[src/rtl/eddy_current_sample_scheduler_if.sv]
// SPI master link of the eddy-current sample scheduler: enable level out,
// data_ready and the captured X/Y sensor words back.
interface eddy_current_sample_scheduler_if #(
    parameter int DATA_W = 18
);
    logic                     spi_en;
    logic                     spi_data_ready;
    logic signed [DATA_W-1:0] spi_data_x;
    logic signed [DATA_W-1:0] spi_data_y;

    modport master (
        output spi_en,
        input  spi_data_ready,
        input  spi_data_x,
        input  spi_data_y
    );

    modport slave (
        input  spi_en,
        output spi_data_ready,
        output spi_data_x,
        output spi_data_y
    );
endinterface

[src/rtl/eddy_current_sample_scheduler.sv]
// Triggers SPI conversion bursts, averages 2^avg_log2 X/Y samples and emits one result per trigger.
// Optional result counter: define ECS_SAMPLE_COUNTER_EN to build sample_count.
module eddy_current_sample_scheduler #(
    parameter int DATA_W         = 18,
    parameter int TIMER_W        = 16,
    parameter int TIMEOUT_CYCLES = 255
) (
    input  logic                     clk,
    input  logic                     rst,
    input  logic                     enable,
    input  logic                     mode,
    input  logic [TIMER_W-1:0]       period,
    input  logic [1:0]               avg_log2,
    input  logic                     sync_trig,
    input  logic                     clr_err,
    eddy_current_sample_scheduler_if.master spi,
    output logic signed [DATA_W-1:0] out_x,
    output logic signed [DATA_W-1:0] out_y,
    output logic                     out_valid,
    output logic                     busy,
    output logic                     overrun,
    output logic                     timeout_err,
    output logic [15:0]              sample_count
);

    localparam int ACC_W = DATA_W + 3;
    localparam int TMO_W = $clog2(TIMEOUT_CYCLES + 1);

    typedef enum logic [2:0] {
        IDLE,
        ARM,
        WAIT_RX,
        WAIT_DONE,
        OUTPUT
    } state_t;

    state_t state, state_n;

    logic                    sync_q, sync_q2, ext_trig;
    logic [TIMER_W-1:0]      timer;
    logic                    tmr_hit, trig, accept;
    logic [1:0]              log_q;
    logic [3:0]              idx;
    logic signed [ACC_W-1:0] acc_x, acc_y;
    logic [TMO_W-1:0]        tmo_cnt;
    logic                    flush;
    logic                    in_wait, tmo_hit, done, take, last;

    function automatic logic signed [ACC_W-1:0] sext(input logic signed [DATA_W-1:0] v);
        return {{(ACC_W-DATA_W){v[DATA_W-1]}}, v};
    endfunction

    function automatic logic signed [DATA_W-1:0] avg_shift(input logic signed [ACC_W-1:0] acc,
                                                           input logic [1:0] sh);
        return DATA_W'(acc >>> sh);
    endfunction

    // A period shrunk below the running count wraps on the next cycle
    assign tmr_hit = (period != '0) && (timer >= period - TIMER_W'(1));
    assign trig    = enable && (mode ? ext_trig : tmr_hit);
    assign accept  = (state == ARM) && trig;
    assign in_wait = (state == WAIT_RX) || (state == WAIT_DONE);
    assign tmo_hit = in_wait && (tmo_cnt == TMO_W'(TIMEOUT_CYCLES - 1));
    assign done    = (state == WAIT_DONE) && spi.spi_data_ready;
    assign take    = done && !flush && !tmo_hit;
    assign last    = (idx + 4'd1) == (4'd1 << log_q);

    always_comb begin
        state_n = state;
        case (state)
            IDLE:      if (enable) state_n = ARM;
            ARM:       if (trig) state_n = WAIT_RX;
            WAIT_RX: begin
                if (tmo_hit)                  state_n = ARM;
                else if (!spi.spi_data_ready) state_n = WAIT_DONE;
            end
            WAIT_DONE: begin
                if (tmo_hit)   state_n = ARM;
                else if (done) state_n = (!flush && last) ? OUTPUT : WAIT_RX;
            end
            OUTPUT:    state_n = ARM;
            default:   state_n = IDLE;
        endcase
        if (!enable) state_n = IDLE;
    end

    always_ff @(posedge clk) begin
        if (rst) begin
            state       <= IDLE;
            sync_q      <= 1'b0;
            sync_q2     <= 1'b0;
            ext_trig    <= 1'b0;
            timer       <= '0;
            log_q       <= '0;
            idx         <= '0;
            acc_x       <= '0;
            acc_y       <= '0;
            tmo_cnt     <= '0;
            flush       <= 1'b1;
            spi.spi_en  <= 1'b0;
            busy        <= 1'b0;
            overrun     <= 1'b0;
            timeout_err <= 1'b0;
            out_valid   <= 1'b0;
            out_x       <= '0;
            out_y       <= '0;
        end else begin
            state    <= state_n;
            sync_q   <= sync_trig;
            sync_q2  <= sync_q;
            ext_trig <= sync_q & ~sync_q2;

            if (!enable || period == '0) timer <= '0;
            else if (tmr_hit)            timer <= '0;
            else                         timer <= timer + TIMER_W'(1);

            spi.spi_en <= (state_n == WAIT_RX) || (state_n == WAIT_DONE);
            busy       <= (state_n == WAIT_RX) || (state_n == WAIT_DONE) || (state_n == OUTPUT);
            overrun    <= trig && (state != ARM);

            if (tmo_hit)      timeout_err <= 1'b1;
            else if (clr_err) timeout_err <= 1'b0;

            // Any abort leaves the master possibly mid-frame, so its next word is untrusted
            if (tmo_hit || !enable)  flush <= 1'b1;
            else if (done && flush)  flush <= 1'b0;

            if (state_n == WAIT_RX && state != WAIT_RX) tmo_cnt <= '0;
            else if (in_wait)                           tmo_cnt <= tmo_cnt + TMO_W'(1);

            if (accept) begin
                log_q <= avg_log2;
                idx   <= '0;
                acc_x <= '0;
                acc_y <= '0;
            end else if (take) begin
                idx   <= idx + 4'd1;
                acc_x <= acc_x + sext(spi.spi_data_x);
                acc_y <= acc_y + sext(spi.spi_data_y);
            end

            // Result stage: registered average, strobed once per burst
            if (state == OUTPUT && enable) begin
                out_x     <= avg_shift(acc_x, log_q);
                out_y     <= avg_shift(acc_y, log_q);
                out_valid <= 1'b1;
            end else begin
                out_valid <= 1'b0;
            end
        end
    end

`ifdef ECS_SAMPLE_COUNTER_EN
    always_ff @(posedge clk) begin
        if (rst)            sample_count <= '0;
        else if (out_valid) sample_count <= sample_count + 16'd1;
    end
`else
    assign sample_count = '0;
`endif

endmodule

[src/flat_wrapper.sv]
// flat-port wrapper written by rule: the top's interface ports become plain ports
module eddy_current_sample_scheduler_flat 
#(
    parameter int DATA_W         = 18,
    parameter int TIMER_W        = 16,
    parameter int TIMEOUT_CYCLES = 255
)
  (clk, rst, enable, mode, period, avg_log2, sync_trig, clr_err, out_x, out_y, out_valid, busy, overrun, timeout_err, sample_count, spi_spi_en, spi_spi_data_ready, spi_spi_data_x, spi_spi_data_y);
  eddy_current_sample_scheduler_if #(.DATA_W(DATA_W)) spi_i ();
  input  logic clk;
  input  logic rst;
  input  logic enable;
  input  logic mode;
  input  logic [TIMER_W-1:0] period;
  input  logic [1:0] avg_log2;
  input  logic sync_trig;
  input  logic clr_err;
  output logic signed [DATA_W-1:0] out_x;
  output logic signed [DATA_W-1:0] out_y;
  output logic out_valid;
  output logic busy;
  output logic overrun;
  output logic timeout_err;
  output logic [15:0] sample_count;
  output wire logic [$bits(spi_i.spi_en)-1:0] spi_spi_en;
  input wire logic [$bits(spi_i.spi_data_ready)-1:0] spi_spi_data_ready;
  input wire logic [$bits(spi_i.spi_data_x)-1:0] spi_spi_data_x;
  input wire logic [$bits(spi_i.spi_data_y)-1:0] spi_spi_data_y;
  assign spi_spi_en = spi_i.spi_en;
  assign spi_i.spi_data_ready = spi_spi_data_ready;
  assign spi_i.spi_data_x = spi_spi_data_x;
  assign spi_i.spi_data_y = spi_spi_data_y;
  eddy_current_sample_scheduler #(.DATA_W(DATA_W), .TIMER_W(TIMER_W), .TIMEOUT_CYCLES(TIMEOUT_CYCLES)) u_core (.clk(clk), .rst(rst), .enable(enable), .mode(mode), .period(period), .avg_log2(avg_log2), .sync_trig(sync_trig), .clr_err(clr_err), .spi(spi_i), .out_x(out_x), .out_y(out_y), .out_valid(out_valid), .busy(busy), .overrun(overrun), .timeout_err(timeout_err), .sample_count(sample_count));
endmodule
[config.mk]
export PLATFORM = sky130hd
export DESIGN_NAME = eddy_current_sample_scheduler_flat
export DESIGN_NICKNAME = d
export VERILOG_FILES = /design/src/rtl/eddy_current_sample_scheduler_if.sv /design/src/rtl/eddy_current_sample_scheduler.sv /design/src/flat_wrapper.sv
export SDC_FILE = /design/constraint.sdc
export NUM_CORES = 1
export LEC_CHECK = 0
export ABC_CLOCK_PERIOD_IN_PS = 2900
export BUFFER_PORTS_ARGS = -buffer_cell sky130_fd_sc_hd__clkbuf_2
export CAP_MARGIN = 0
export CORE_AREA = 2 2 127 129
export CTS_BUF_LIST = sky130_fd_sc_hd__clkbuf_8
export DETAILED_ROUTE_END_ITERATION = 8
export DIE_AREA = 0 0 129 131
export PLACE_DENSITY = 0.77
export SLEW_MARGIN = 5
export SYNTH_ARGS = -nofsm -noshare
export SYNTH_HDL_FRONTEND = slang
export SYNTH_SLANG_ARGS = --single-unit
[constraint.sdc]
create_clock -name clk -period 2.9 [get_ports clk]
set_input_delay 0.145 -clock clk [delete_from_list [all_inputs] [get_ports clk]]
set_output_delay 0.145 -clock clk [all_outputs]
set_load 0.005 [all_outputs]
==> flow_metrics.tcl, run 1 <==
set metrics [dict create \
    outcome "finished, final reports clean" \
    drt-initial-drc-count 514 \
    static-leakage-power_nw 3.91 \
    gp_routability_congestion 0.893 \
    synthesis.instances 959 \
    largest_voltage_drop_on_the_vdd_net_v 0.000347 \
    most-common-layout-cells "150 x nand2_1, 118 x dfxtp_1, 101 x clkbuf_2" \
    layout.cells.most_common "nand2_1" \
    power.density_cell_area_mw_per_mm2 372 \
    slew_headroom_pct 57.3 \
    post_synth_main_area_contributors "dfxtp_1 29%, mux4_2 9.9%, ha_1 9.3%, nand2_1 6.9%, a21oi_1 6.0%" \
    power.share.sequential_pct 46.0 \
    end_kind "register" \
    ff_latch_area_mm2 0.00240 \
    comb_power_share_pct 8.2 \
    floorplan.initialDensity_pct 52.6 \
    synth_top_area_cell "dfxtp_1" \
    most_common_flop_cell_mapped_by_yosys "dfxtp_1" \
    power_switching_share_pct 26.2 \
    grt_antenna_before_repair 0 \
    setup.worst_path.start_class "register" \
    finish.utilization_pct 62.1 \
    postSynthRegisterBits 120 \
    floorplan.die.height_um 131 \
    core.rowCount 46 \
    worst_ep_arrival_time_ns 3.15 \
    netlist-cell-type-count 68 \
    cts.sink_count 120 \
    synthesis.area_per_instance_um2 8.56 \
    post_route_cells_drive_above_1_share_pct 22.5 \
    asyncSetResetFlopFracSynth_pct 0 \
    clock_tree_from_tritoncts "built" \
    grt_overflow_total 0 \
    fin_nets 1211 \
    cts.htree.levels 4 \
    yosysWarnings 0 \
    syn_area_mm2 0.00821 \
    core_region_mm2 0.0156 \
    finalWirelength_um 19800 \
    post-route-min-period_ns 2.75 \
    remaining_drc_errors 0 \
    min-delay-path-class "in -> reg" \
    fillCellCount 1354 \
    via_count_of_the_first_global_routing_pass 6783 \
    worstMarginPinSlew_ns 0.640 \
    finalSetupViolations 0 \
    grt_use_total_pct 24.0 \
    holdWs_ns 0.0364 \
    multiInputGateArea_mm2 0.00551 \
    achievable_clock_frequency_mhz 363 \
    die_footprint_mm2 0.0169 \
    detailedRoute.firstPassIterationCount 5 \
    maxCapViolCount 0 \
    area_growth_syn_to_layout_pct 18.0 \
    grt_first_pass_wirelength_um 32400 \
    port_buffers 101 \
    viasPerCell 5.63 \
    dr_total_vias 7409 \
    detail_route.wl_per_cell_um 15.0 \
    clkSlewWorstSetupHoldPaths_ns 0.08 \
    period_share_pct 94.9 \
    worstPathRequired_ns 3.30 \
    worst_skew_pair.late_latency_ns 0.47 \
    share_clk_of_total_power_pct 45.8 \
    fp.dieW_um 129 \
    crit_path_max_fanout 4 \
    maximum_number_of_pins_on_one_net_before_global_route_repair 41 \
    clockBufferDepth 2 \
    yosys.area.top_type_share_pct 29.3 \
    post-layout-total-power_mw 3.60 \
    synth_enable_flop_cells 0 \
    worstSetupPathType "reg -> reg" \
    final_count_of_pins_violating_max_slew 0 \
    net-switching-power_mw 0.941 \
    final_antenna_net_count 0 \
    cellInternalPower_mw 2.66 \
    antenna_cells 0 \
    boundaryPins 118 \
    worst_clock_skew_ns 0.0185 \
    seq_total_area_yosys_pct 29.3 \
    clk_root_buffer_cell "clkbuf_8" \
    hold_viol 0 \
    dpl.hpwl_um 14600 \
    numCtsBuffers 17 \
]
routing by layer:
layer  global-route usage [%]  wire, um  vias up
met1                     32.6      9280     3504
met5                        0         0        -
met4                     7.99       307        0
met2                     38.5      9270      185
met3                     4.89       932       29
li1                         -         -     3691
registers in the layout, indices dropped and copies added, names as in the netlist, 2 cells and up:
name,count
u_core.state,3
u_core.out_y,18
u_core.log_q,2
u_core.out_x,18
u_core.tmo_cnt,8
u_core.timer,16
u_core.acc_x,21
u_core.idx,4
u_core.acc_y,21
path summary, 6_finish.rpt:
kind / endpoint / slack (ns) / cells past startpoint / startpoint
max reg2reg: u_core.acc_y[16]$_SDFFE_PP0P_ / 0.15 / 11 / u_core.acc_y[0]$_SDFFE_PP0P_
max: u_core.acc_y[16]$_SDFFE_PP0P_ / 0.15 / 11 / u_core.acc_y[0]$_SDFFE_PP0P_
min: u_core.flush$_SDFFE_PP1P_ / 0.04 / 3 / spi_spi_data_ready
min reg2reg: u_core.ext_trig$_SDFF_PP0_ / 0.39 / 1 / u_core.sync_q2$_SDFF_PP0_
Yosys cell counts (all sizes together), types with 25 or more instances:
library cell	number
ha	61
dfxtp	120
xnor2	31
nor2	78
nand3	28
xor2	26
inv	25
nand2	151
mux4	36
buf	36
o21ai	37
a21oi	99
power groups by stage:
stage	registers [mW]	clock network, mW	logic, mW
final	1.65	1.65	0.296
after detailed placement	1.69	0	0.287
after global placement	1.69	0	0.283
after floorplan	1.69	0	0.178
after CTS	1.65	1.67	0.293
after global routing	1.65	1.74	0.328
area by class of cell:
cell class              instances  area share [%]
clock inverters                15            1.99
inverters                      25           0.969
repair buffers                153            10.1
multi-input cells             770            56.9
flip-flops and latches        120            24.8
clock buffers                  17            2.42
well taps                     216            2.79
stage by stage:
step | area (um2) | setup TNS, ns | instances | worst slack, ns
floorplan | 8300 | 0 | 974 | 0.0150
global placement | 9170 | -13.13 | 1279 | -0.336
detailed placement | 9170 | -16.38 | 1279 | -0.398
CTS | 9640 | 0 | 1315 | 0.0796
global route | 9680 | -0.0265 | 1316 | -0.0265
finish | 9680 | 0 | 1316 | 0.148
kinds of logic after synthesis:
kind of cell | count (synthesis) | share of synthesized area, %
adders and majority gates | 63 | 9.79
DFF | 120 | 29.3
AOI/OAI and AO/OA | 229 | 18.3
muxes | 42 | 10.6
xor gates and xnor gates | 57 | 6.08
and+or+nand+nor | 363 | 20.8
other | 1 | 0.0457
buffers and inverters | 84 | 5.05
critical path: stages, from the launching register on:
cell and delay (ns):
dfxtp_1 0.34, ha_1 0.21, inv_1 0.07, fa_1 0.18, nor2b_1 0.06, o31a_1 0.28, a41o_1 0.28, o21ai_1 0.30
o221ai_1 0.25, a2111oi_1 0.49, a41oi_1 0.09, a21oi_1 0.14
repair_timing:
action	CTS	global route
hold buffers	4	0
buffers inserted	0	1
endpoints found under the hold margin	4	0
resized for setup	0	5
setup endpoints to repair	0	45
Power figures use the tool's default switching activity.
==> run 2: changes to the inputs <==
CORE_AREA = 2 2 133 135   (was 2 2 127 129)
DIE_AREA = 0 0 135 137   (was 0 0 129 131)
PLACE_DENSITY = 0.71   (was 0.77)
REMOVE_ABC_BUFFERS = 1   (was unset)
==> run 2 against run 1 <==
- worst hold slack improved by 0.011 ns
- highest routed layer unchanged
- sequential share of layout area is 0.083 points lower
- core utilization down 5.1 points
- power shrank 2.5%
==> flow_metrics.tcl, run 2 (synthesis results as in run 1) <==
set metrics [dict create \
    fp.dieW_um 135 \
    cts.sink_count 120 \
    outcome "finished, final reports clean" \
    worstSetupPathType "in -> reg" \
    port_buffers 101 \
    worst_ep_arrival_time_ns 3.12 \
    cellInternalPower_mw 2.67 \
    clk_root_buffer_cell "clkbuf_8" \
    most-common-layout-cells "151 x nand2_1, 119 x dfxtp_1, 100 x clkbuf_2" \
    largest_voltage_drop_on_the_vdd_net_v 0.000278 \
    worstMarginPinSlew_ns 0.773 \
    power_switching_share_pct 23.9 \
    end_kind "register" \
    numCtsBuffers 17 \
    floorplan.initialDensity_pct 48.1 \
    cp_slowest_cell "or3_4" \
    maximum_number_of_pins_on_one_net_before_global_route_repair 41 \
    remaining_drc_errors 0 \
    multiInputGateArea_mm2 0.00554 \
    cp-startpoint "period[4]" \
    dpl.hpwl_um 14100 \
    clock_tree_from_tritoncts "built" \
    post-route-min-period_ns 2.78 \
    floorplan.die.height_um 137 \
    maxCapViolCount 0 \
    worst_skew_pair.late_latency_ns 0.44 \
    final_count_of_pins_violating_max_slew 0 \
    clockBufferDepth 2 \
    clkSlewWorstSetupHoldPaths_ns 0.07 \
    crit_path_max_fanout 6 \
    grt_overflow_total 0 \
    cts.htree.levels 4 \
    die_footprint_mm2 0.0185 \
    holdWs_ns 0.0471 \
    finalWirelength_um 19000 \
    grt_setup_unrepaired "yes" \
    fillCellCount 1559 \
    via_count_of_the_first_global_routing_pass 6560 \
    power.density_cell_area_mw_per_mm2 361 \
    antenna_cells 0 \
    core_region_mm2 0.0171 \
    comb_power_share_pct 8.4 \
    finish.utilization_pct 56.9 \
    net-switching-power_mw 0.837 \
    detailedRoute.firstPassIterationCount 5 \
    static-leakage-power_nw 3.95 \
    holdCritStartpoint "spi_spi_data_ready" \
    fin_nets 1216 \
    min-delay-path-class "in -> reg" \
    area_growth_syn_to_layout_pct 18.3 \
    setup.worst_path.start_class "primary input" \
    grt_antenna_before_repair 0 \
    gp_routability_congestion 0.883 \
    ff_latch_area_mm2 0.00240 \
    cp_slowest_stage_delay_ns 0.41 \
    detail_route.wl_per_cell_um 14.3 \
    final_antenna_net_count 0 \
    achievable_clock_frequency_mhz 359 \
    worstPathRequired_ns 3.24 \
    layout.cells.most_common "nand2_1" \
    crit_chain "buf_6 -> or3_4 -> or3_4 -> nor3_2 -> xnor2_1 -> ha_1 -> a21o_1 -> a21oi_2 -> o21ai_2 -> nand3b_1 -> o211ai_4 -> a22oi_2 -> nor3_2 -> buf_4 -> a2111oi_4" \
    power.share.sequential_pct 47.2 \
    post_route_cells_drive_above_1_share_pct 23.2 \
    worst_r2r_startpoint "u_core.idx[1]$_SDFFE_PP0P_" \
    boundaryPins 118 \
    hold_viol 0 \
    drt-initial-drc-count 338 \
    grt_first_pass_wirelength_um 31400 \
    finalSetupViolations 0 \
    viasPerCell 5.42 \
    dr_total_vias 7212 \
    grt_use_total_pct 21.0 \
    period_share_pct 96.0 \
    slew_headroom_pct 48.5 \
    largestRegisters "u_core.acc_x: 21 flops, u_core.acc_y: 21 flops" \
    share_clk_of_total_power_pct 44.4 \
    worst_clock_skew_ns 0.0122 \
    core.rowCount 48 \
]
==> run 2: changes by cell type in the layout (fill, tap and decap cells not counted), moves of 2 or more <==
cell / before / now
nand3_1: 28 / 26
inv_8: 2 / 0
nor3_4: 1 / 3
inv_1: 25 / 27
clkbuf_8: 17 / 19
buf_12: 6 / 2
nand3_2: 0 / 2
inv_6: 4 / 0
buf_4: 42 / 51
nor3_1: 17 / 14
==> run 2: stage by stage <==
step | TNS [ns] | cell area (um2) | power (mW) | setup WS [ns] | cells
floorplan | -28.01 | 7940 | 1.84 | -0.704 | 915
global placement | -17.63 | 9120 | 1.97 | -0.418 | 1290
detailed placement | -23.01 | 9120 | 1.97 | -0.495 | 1290
CTS | 0 | 9600 | 3.54 | 0.00231 | 1326
global route | -0.188 | 9710 | 3.65 | -0.0370 | 1330
finish | 0 | 9710 | 3.51 | 0.115 | 1330
==> run 2: path summary, 6_finish.rpt <==
kind	slack (ns)	cells past startpoint	endpoint
worst max-delay path	0.12	15	u_core.tmo_cnt[1]$_SDFFE_PP0P_
worst max register to register	0.20	9	u_core.tmo_cnt[1]$_SDFFE_PP0P_
worst min-delay path	0.05	3	u_core.flush$_SDFFE_PP1P_
worst min register to register	0.38	1	u_core.ext_trig$_SDFF_PP0_
==> run 2: final cells by class <==
cell class | instances | share of cell area, %
Clock buffer | 19 | 2.69
Clock inverter | 13 | 1.60
Inverter | 25 | 0.966
Multi-Input combinational cell | 770 | 57.1
Sequential cell | 120 | 24.7
Tap cell | 225 | 2.90
Timing Repair Buffer | 158 | 10.0
==> run 2: repair_timing <==
item / CTS / global route
setup buffers: 0 / 4
hold buffers: 4 / 0
pin swaps: 1 / 18
setup endpoints to repair: 8 / 55
hold endpoints to repair: 4 / 0
gates resized for setup: 3 / 19
==> run 2: power by group through the flow <==
stage	Combinational (mW)	Clock (mW)	Sequential [mW]
2_1_floorplan	0.143	0	1.69
3_3_place_gp	0.277	0	1.69
3_5_place_dp	0.279	0	1.69
4_1_cts	0.286	1.60	1.65
5_1_grt	0.329	1.67	1.65
6_report	0.295	1.56	1.66
==> run 2: worst max-delay path: cells and delay by family <==
kind                     cells  cell delay (ns)
AND/OR/NAND/NOR              5             1.19
buffers and inverters        2             0.25
XOR/XNOR                     1             0.15
AO/OA/AOI/OAI                6             1.12
adder cells (fa/ha/maj)      1             0.28
==> run 2: metal layers <==
metal	share of wire (%)	routed length [um]	vias to the layer above	GRT usage, %
met5	0	0	-	0
met4	1.4	261	0	6.19
met3	3.7	708	19	3.96
met2	46	8850	147	34.3
met1	48	9210	3347	28.4
li1	-	-	3699	-
